[src/rtl/vr16_pkg.sv]
// vr16_pkg: shared types and defaults for the VR16 program-counter / jump unit.
package vr16_pkg;

    localparam int              PC_WIDTH_DEFAULT     = 16;
    localparam logic [15:0]     RESET_VECTOR_DEFAULT = 16'h0000;

    typedef enum logic [1:0] {
        IDLE       = 2'd0,
        JUMP_FETCH = 2'd1,
        JUMP_DONE  = 2'd2
    } pc_state_t;

endpackage

[src/rtl/pc_jump_unit.sv]
// pc_jump_unit: VR16 program counter plus jump sequencer handshaking a target fetch with instruction memory.
// Optional feature: define JUMP_RANGE_CHECK_EN to reject jump targets >= IMEM_DEPTH with a jump_fault pulse.
module pc_jump_unit
    import vr16_pkg::*;
#(
    parameter int                  PC_WIDTH     = PC_WIDTH_DEFAULT,
    parameter logic [PC_WIDTH-1:0] RESET_VECTOR = RESET_VECTOR_DEFAULT[PC_WIDTH-1:0],
    parameter int                  PC_STEP      = 1,
    parameter int                  IMEM_DEPTH   = 256
) (
    input  logic                clk,
    input  logic                reset,
    input  logic                enable_pc_increment,
    input  logic                enable_jump,
    input  logic [PC_WIDTH-1:0] jump_address,
    input  logic                imem_ready,
    output logic [PC_WIDTH-1:0] pc,
    output logic                imem_req,
    output logic [PC_WIDTH-1:0] imem_addr,
    output logic                jump_done,
    output logic                busy,
    output logic                jump_fault
);

`ifdef JUMP_RANGE_CHECK_EN
    localparam logic LP_RANGE_CHECK = 1'b1;
`else
    localparam logic LP_RANGE_CHECK = 1'b0;
`endif

    localparam logic [PC_WIDTH:0]   LP_DEPTH = IMEM_DEPTH[PC_WIDTH:0];
    localparam logic [PC_WIDTH-1:0] LP_STEP  = PC_STEP[PC_WIDTH-1:0];

    pc_state_t           r_state;
    logic [PC_WIDTH-1:0] r_pc;
    logic [PC_WIDTH-1:0] r_imem_addr;
    logic                r_armed;
    logic                r_fault;
    logic                w_range_fault;

    // A target is rejected only when the range check is built in and it lies past the memory.
    assign w_range_fault = LP_RANGE_CHECK & ({1'b0, jump_address} >= LP_DEPTH);

    // FSM and PC register; a held enable_jump stays disarmed until it drops for a cycle.
    always_ff @(posedge clk or negedge reset) begin
        if (!reset) begin
            r_state     <= IDLE;
            r_pc        <= RESET_VECTOR;
            r_imem_addr <= RESET_VECTOR;
            r_armed     <= 1'b1;
            r_fault     <= 1'b0;
        end else begin
            r_armed <= !enable_jump ? 1'b1 : (r_state == JUMP_DONE) ? 1'b0 : r_armed;
            case (r_state)
                IDLE: begin
                    if (enable_jump && r_armed) begin
                        if (w_range_fault) begin
                            r_fault <= 1'b1;
                            r_state <= JUMP_DONE;
                        end else begin
                            r_pc        <= jump_address;
                            r_imem_addr <= jump_address;
                            r_state     <= JUMP_FETCH;
                        end
                    end else if (enable_pc_increment) begin
                        r_pc <= r_pc + LP_STEP;
                    end
                end
                JUMP_FETCH: begin
                    if (imem_ready) r_state <= JUMP_DONE;
                end
                JUMP_DONE: begin
                    r_fault <= 1'b0;
                    r_state <= IDLE;
                end
                default: r_state <= IDLE;
            endcase
        end
    end

    // Outputs decode straight from the state register so reset drops them immediately.
    always_comb begin
        pc         = r_pc;
        imem_addr  = r_imem_addr;
        imem_req   = (r_state == JUMP_FETCH);
        jump_done  = (r_state == JUMP_DONE);
        busy       = (r_state != IDLE);
        jump_fault = LP_RANGE_CHECK & r_fault & (r_state == JUMP_DONE);
    end

endmodule

[config.mk]
export PLATFORM = sky130hd
export DESIGN_NAME = pc_jump_unit
export DESIGN_NICKNAME = d
export VERILOG_FILES = /design/src/rtl/vr16_pkg.sv /design/src/rtl/pc_jump_unit.sv
export SDC_FILE = /design/constraint.sdc
export NUM_CORES = 1
export LEC_CHECK = 0
export ABC_AREA = 1
export BUFFER_PORTS_ARGS = -buffer_cell sky130_fd_sc_hd__buf_2
export CORE_AREA = 2 2 63 65
export CTS_CLUSTER_DIAMETER = 150
export CTS_CLUSTER_SIZE = 25
export DETAILED_ROUTE_END_ITERATION = 12
export DIE_AREA = 0 0 65 67
export MAX_ROUTING_LAYER = met4
export PLACE_DENSITY_LB_ADDON = 0.08
export SLEW_MARGIN = 0
export SYNTH_ARGS = -nofsm -noshare
export SYNTH_HDL_FRONTEND = slang
export SYNTH_SLANG_ARGS = --single-unit
[constraint.sdc]
create_clock -name clk -period 2.15 [get_ports clk]
set_clock_uncertainty 0.2 [all_clocks]
set_input_delay 0.43 -clock clk [delete_from_list [all_inputs] [get_ports clk]]
set_output_delay 0.43 -clock clk [all_outputs]
set_load 0.005 [all_outputs]
After elaboration in Yosys (flattened, before gate mapping)
Index checks and enable logic that the tools add are counted.
{ "word_totals": {"regBits": 35} }
{ "op_classes": {"addsub": 1, "n_reduce_logical": 7, "n_eq_ne": 5, "mux": 7} }
{ "ops": {"columns": ["operator", "n"], "rows": [
  ["16-bit 2-to-1 mux", 2],
  ["16-bit by 1-bit adder with 16-bit output, second input constant", 1],
  ["2-bit AND reduction", 3],
  ["2-bit 2-to-1 mux", 2],
  ["2-bit inequality test, second input constant", 2],
  ["2-bit one-hot mux with 2 select lines", 1],
  ["2-bit nonzero test", 2],
  ["2-bit by 1-bit == test with 1-bit output, second input constant", 1],
  ["2-bit == test, second input constant", 1],
  ["2-bit zero test", 1],
  ["1-bit 2-to-1 mux", 2],
  ["2-bit by 1-bit inequality test with 1-bit output, second input constant", 1],
  ["1-bit logical AND", 1]
]} }

Logic depth before layout (Yosys ltp)
Gate-level depths: netlist (run 1).
{ "logic_depth": {"depth_word": 3, "mapped_depth": 10, "mapped_depth_nobuf": 10} }

Worst setup path before layout (run 1)
No wires, ideal clock.
{ "synth_timing": {"path_kind": "register to register", "start": "reg r_pc[1] (netlist: pc[1])", "end": "reg r_pc[10] (netlist: pc[10])", "n_path_buf": 0, "required_ns": 1.837, "arrival_ns": 1.188, "path_slack_ns": 0.649, "period_less_slack_ns": 1.501, "setup_ns": 0.113, "path_stages_with_launch": 11, "path_cell_list": "dfrtp_1 > ha_1 > nand3_1 > inv_1 > nand2_1 > nor2_1 > nand2_1 > nand2_1 > nand2_1 > nand2_1 > inv_1"} }
{ "synth_between": {"elab_chain_len": 3} }
{ "synth_rtl": {"columns": ["element", "line", "rtl"], "rows": [
  ["start, declared", "pc_jump_unit.sv:35", "logic [PC_WIDTH-1:0] r_pc;"],
  ["start signal, assigned", "pc_jump_unit.sv:61", "r_pc <= jump_address;"],
  ["start signal, assigned", "pc_jump_unit.sv:66", "r_pc <= r_pc + LP_STEP;"],
  ["16-bit by 1-bit adder with 16-bit output", "pc_jump_unit.sv:66", null],
  ["16-bit 2-to-1 mux", "pc_jump_unit.sv:65", "end else if (enable_pc_increment) begin"],
  ["16-bit 2-to-1 mux", "pc_jump_unit.sv:56", "if (enable_jump && r_armed) begin"]
]} }
Every way passes these cells. The select of a mux whose other input is x is not followed.
A chain may end at the register's enable or synchronous reset.

Final worst setup path (run 1)
{ "layout_timing": {"start": "reg r_state[1]", "end": "out busy"} }
{ "layout_between": {"elab_chain_len": 1} }
{ "layout_rtl": {"columns": ["element", "line", "rtl"], "rows": [
  ["start, declared", "pc_jump_unit.sv:34", "pc_state_t r_state;"],
  ["start signal, assigned", "pc_jump_unit.sv:47", "r_state <= IDLE;"],
  ["start signal, assigned", "pc_jump_unit.sv:59", "r_state <= JUMP_DONE;"],
  ["start signal, assigned", "pc_jump_unit.sv:63", "r_state <= JUMP_FETCH;"],
  ["2-bit nonzero test", "pc_jump_unit.sv:87", "busy = (r_state != IDLE);"],
  ["end, declared", "pc_jump_unit.sv:21", "output logic busy,"]
]} }
Every way passes these cells.

==> reports/summary.txt, run 1 <==
Die area: 0.00436 mm2
Final design utilization: 64.7%
Data required, critical path: 1520 ps
Nets@finish: 343
CP Depth: 3
Delay-heaviest family, CP: flip-flops
FF-to-FF End: pc[8]$_DFFE_PN0P_
TritonCTS buffer count: 5
Fmax: 0.585 GHz
Reg2reg start: r_armed$_DFFE_PN1P_
# DRC: 0
Synth-to-Final Area Change: 20.0%
CP endpoint kind: output pin
Worst vdd ir: 0.000706 V
CTS root buffer: clkbuf_8
Drt initial violations: 98
Crit path to: busy
CTS tree: done
Critical path peak fanout: 3
Startpoint types: flip-flop
Netlist Area Pre-Place: 0.00195 mm2
Synth Net Count: 285
PwrDens: 1380 mW/mm2
Wire length per cell: 12.0 um
Yosys warns: 0
GRT Residual Overflow: 0
Synth top area share: 43.7%
Final slew viol count: 0
Syn_area_per_cell: 7.40 um2
# H-tree levels: 2
CP Launch Point: r_state[1]$_DFFE_PN0P_
Postcts setup bufs: 0
Final wirelength: 4440 um
PostCTS Resize Cnt: 0
IO buf count: 55
Num Clock Sinks: 35
Distinct cells, synth: 27
Worst slack, placed: 437 ps
Die Width: 65 um
TNS Setup: 0 ps
Final HPWL DP: 3290 um
Max Cap Viol: 0
Hold Buf Count CTS: 1
Crit path time final: 1710 ps
PnR worst setup slack: 442 ps
Max Root-Sink Buffers: 2
Worst Path Arrival: 1080 ps
Buf/Inv on CP: 2
FF-to-FF setup slack: 470 ps
Total number of vias: 1845
Vias in the first global route: 1676
Routed Antenna Nets: 0
Worst hold path type: input pin to flip-flop
Final hold slack: 110 ps
# diodes: 0
Clock Pin Slew Worst Setup and Hold Paths: 70 ps
Post-DR vias/cell: 4.99
Register area share after synthesis: 45.1%
Die height: 67 um
CP max stage cell: dfrtp_1
Slowest Stage Delay on Critical Path: 420 ps
Largest net degree at the start of global routing: 36
Filler instances: 350
Layout cell share with drive strength beyond 1: 25.8%
Area leader, netlist: dfrtp_1
Clock latency on the worst-skew pair: 290 ps
Status: finished clean
Core area: 0.00361 mm2
Row count: 22
Worst-case reg-to-reg path depth: 7
RSZ-0062 raised after global routing: no
Cells along the critical path: nor2_4 > inv_2 > buf_2
Initial Utilization: 54.0%
Pleak: 0.00130 uW
1st-pass router iterations: 4
Initial antenna violation count: 0
Largest cells by area after synthesis: dfrtp_1 44%, nand2_1 18%, inv_1 6.6%
Ports: 57
Mapped Cells: 263
First-pass GRT wire length: 7710 um
Critical path class: flip-flop to output pin
Tcrit/Tclk final: 79.5%
Most frequent cells in the layout: 92 x nand2_1, 55 x buf_2, 34 x inv_1, 34 x dfrtp_1, 21 x nor2_1
Overall Global Routing Usage: 23.9%
Placer Congestion: 0.871
Final hold vios: 0
Number of synthesized register bits: 35
Most common cell after layout, fill and taps aside: nand2_1
# setup viols final: 0
routing by layer:
layer / vias to the layer above / GRT usage [%] / share of wire [%]
met5: - / - / 0
met4: 0 / 7.18 / 1.2
met3: 5 / 4.90 / 6.8
met2: 60 / 36.5 / 45
met1: 842 / 32.4 / 47
li1: 938 / - / -
area by class of cell:
type	instances	area, um2	area share [%]
Inverter	38	148	6.32
Tap cell	48	60.1	2.57
Sequential cell	35	877	37.6
Timing Repair Buffer	59	308	13.2
Clock buffer	6	72.6	3.11
Clock inverter	2	12.5	0.536
Multi-Input combinational cell	182	857	36.7
cell usage after synthesis:
cell	n
o21ai_4	1
nor3_1	2
buf_2	3
a22oi_2	1
o22ai_1	1
nand3b_1	1
o21ai_0	13
conb_1	1
o21ai_1	2
nand2_1	92
buf_6	3
nand2_4	1
nand4_1	3
nor2_4	2
a31oi_1	1
o211ai_1	2
ha_1	1
inv_4	2
buf_4	2
inv_1	34
nor2_1	21
a21oi_1	14
inv_2	2
dfrtp_1	34
nand3_1	15
o21ai_2	8
dfstp_2	1
sequential cells by signal, summed over array words and instances (netlist names):
| signal | count |
|---|---|
| imem_addr | 16 |
| pc | 16 |
| r_state | 2 |
| r_armed | 1 |
worst reg2reg max path: stages (launching register included):
cell	delay [ps]
dfstp_2	560
nand2_4	70
inv_4	160
o21ai_4	120
inv_2	200
o21ai_0	120
o21ai_0	90
inv_1	50
how the worst min path moves through the flow:
stage	startpoint	to	slack, ps	cells after the start
2_1_floorplan	reset	imem_addr[0]$_DFFE_PN0P_	-70	0
3_3_place_gp	imem_addr[9]$_DFFE_PN0P_	imem_addr[9]$_DFFE_PN0P_	250	2
3_5_place_dp	imem_addr[5]$_DFFE_PN0P_	imem_addr[5]$_DFFE_PN0P_	250	2
4_1_cts	enable_jump	r_armed$_DFFE_PN1P_	110	2
5_1_grt	enable_jump	r_armed$_DFFE_PN1P_	130	2
6_report	enable_jump	r_armed$_DFFE_PN1P_	110	2
report_power, final:
| part | leakage [uW] | total [uW] | internal, uW | switching, uW |
|---|---|---|---|---|
| Sequential | 0.000417 | 1270 | 974 | 297 |
| Clock | 0.0000412 | 458 | 226 | 232 |
| Combinational | 0.000841 | 1500 | 610 | 888 |
logic make-up (layout without fill, tap and decap cells):
logic type	after synthesis	count (layout)	synth area share (%)
buffers and inverters	46	105	10.9
AND/OR/NAND/NOR	137	137	29.3
adder cells (fa/ha/maj)	1	1	0.643
other	1	1	0.193
flip-flops	35	35	45.1
AO/OA/AOI/OAI	43	43	14.0
stage by stage:
stage | instances | power, uW | area [um2]
global placement | 361 | 2740 | 2240
detailed placement | 361 | 2780 | 2240
finish | 370 | 3230 | 2330
global route | 370 | 3570 | 2330
floorplan | 263 | 2250 | 1950
CTS | 370 | 3250 | 2330
(Power assumes the default switching activity.)
==> inputs of run 2 (changes only) <==
- CORE_AREA: 2 2 63 65 -> 2 2 69 71
- DIE_AREA: 0 0 65 67 -> 0 0 71 73
- clock period: 2.15 -> 1.41 ns (I/O delays scaled with it)
==> reports/summary.txt, run 2 (synthesis gave the netlist of run 1 again) <==
Worst slack, placed: -153 ps
Max Cap Viol: 0
Most frequent cells in the layout: 70 x nand2_1, 44 x buf_2, 30 x inv_1, 30 x buf_6, 29 x dfrtp_1
First-pass GRT wire length: 8850 um
Fmax: 0.652 GHz
Design area: 0.00312 mm2
# setup viols final: 31
Worst Path Arrival: 1050 ps
1st-pass router iterations: 4
Worst vdd ir: 0.000993 V
Die Width: 71 um
PnR worst setup slack: -124 ps
Placer Congestion: 0.877
Clock power share: 10.3%
Final design utilization: 68.7%
# diodes: 0
Die area: 0.00518 mm2
CTS root buffer: clkbuf_8
Core area: 0.00454 mm2
Clock latency on the worst-skew pair: 280 ps
Routed Antenna Nets: 0
Vias in the first global route: 1923
Reg2reg start: r_armed$_DFFE_PN1P_
Initial Utilization: 42.9%
Overall Global Routing Usage: 22.6%
Largest net degree at the start of global routing: 36
Layout cell share with drive strength beyond 1: 48.5%
Total power: 6890 uW
Worst-case reg-to-reg path depth: 6
Tcrit/Tclk final: 109%
FF-to-FF End: pc[5]$_DFFE_PN0P_
# DRC: 0
Synth-to-Final Area Change: 60.1%
RSZ-0062 raised after global routing: yes
CP endpoint kind: output pin
Cell internal pwr: 4020 uW
Data required, critical path: 930 ps
Startpoint types: flip-flop
Crit path time final: 1530 ps
Wire length per cell: 13.2 um
Placed inst area: 0.00249 mm2
Ports: 57
Initial antenna violation count: 0
CTS tree: done
Pleak: 0.00161 uW
Critical path class: flip-flop to output pin
Hold path depth: 3
Total number of vias: 2033
Critical path peak fanout: 2
Hold Crit Start: jump_address[5]
Row count: 25
Comb power frac: 61.2%
Final hold vios: 0
Post-DR vias/cell: 4.83
Max Root-Sink Buffers: 2
Switching part of the total: 41.6%
Drt initial violations: 89
Die height: 73 um
Worst hold path type: input pin to flip-flop
Final hold slack: 12.6 ps
Nets@finish: 388
PwrDens: 2210 mW/mm2
Final HPWL DP: 3720 um
FF-to-FF setup slack: -90 ps
# H-tree levels: 2
Failing checks: negative setup slack
CP Launch Point: r_state[1]$_DFFE_PN0P_
Clock Pin Slew Worst Setup and Hold Paths: 70 ps
Most common cell after layout, fill and taps aside: nand2_1
GRT Residual Overflow: 0
Status: complete, but fails checks
IO buf count: 55
TritonCTS buffer count: 5
Psw: 2860 uW
Final slew viol count: 0
WHS Endpoint: imem_addr[5]$_DFFE_PN0P_
Final wirelength: 5570 um
Sequential share of power: 28.5%
Num Clock Sinks: 35
[run 2: changes by cell type in the layout (fill, tap and decap cells not counted), sizes merged]
cell	delta
buf	+42
clkbuf	+2
dlygate4sd3	+2
clkinv	-1
clkinvlp	-1
inv	+1
[run 2: how the worst max path moves through the flow]
| stage | end | slack [ps] |
|---|---|---|
| 5_1_grt | busy | -180 |
| 6_report | busy | -120 |
| 3_5_place_dp | pc[10]$_DFFE_PN0P_ | -150 |
| 4_1_cts | busy | -120 |
| 2_1_floorplan | imem_addr[0]$_DFFE_PN0P_ | -60 |
| 3_3_place_gp | pc[10]$_DFFE_PN0P_ | -110 |
[run 2: final cells by class]
cell class,instances,area [um2]
Timing Repair Buffer,103,836
Multi-Input combinational cell,182,1070
Inverter,38,166
Sequential cell,35,883
Clock buffer,8,80.1
Timing Repair inverter,1,11.3
Tap cell,54,67.6
Fill cell,398,1420
[run 2: metal layers]
metal  vias up  wire length (um)  track usage (%)
met5         -                 0                -
met4         0                70             6.08
met3         8               220             4.70
met2        41              2850             37.8
met1       952              2430             28.0
li1       1032                 -                -
[run 2: critical path, stage by stage, from the launching register on]
cell	delay (ps)
dfrtp_1	410
nor2_4	160
inv_2	70
buf_2	130
[run 2: metrics by stage]
stage | std cells | setup TNS, ps
after detailed placement | 396 | -1230
after CTS | 416 | -1060
after global placement | 396 | -863
final | 421 | -1340
after floorplan | 263 | -560
after global routing | 421 | -3780
[run 2: power by group through the flow]
stage          Combinational (uW)  Sequential (uW)  Clock [uW]
2_1_floorplan                1550             1920           0
3_3_place_gp                 2880             1860           0
3_5_place_dp                 2920             1870           0
4_1_cts                      3680             1910         736
5_1_grt                      4660             2030         765
6_report                     4210             1960         712
[run 2: repair_timing]
action / CTS / global route
hold endpoints to repair: 37 / 0
resized for setup: 59 / 49
hold buffers: 3 / 0
gates cloned: 0 / 1
buffers inserted: 13 / 4
pin swaps: 13 / 12
setup endpoints to repair: 31 / 45
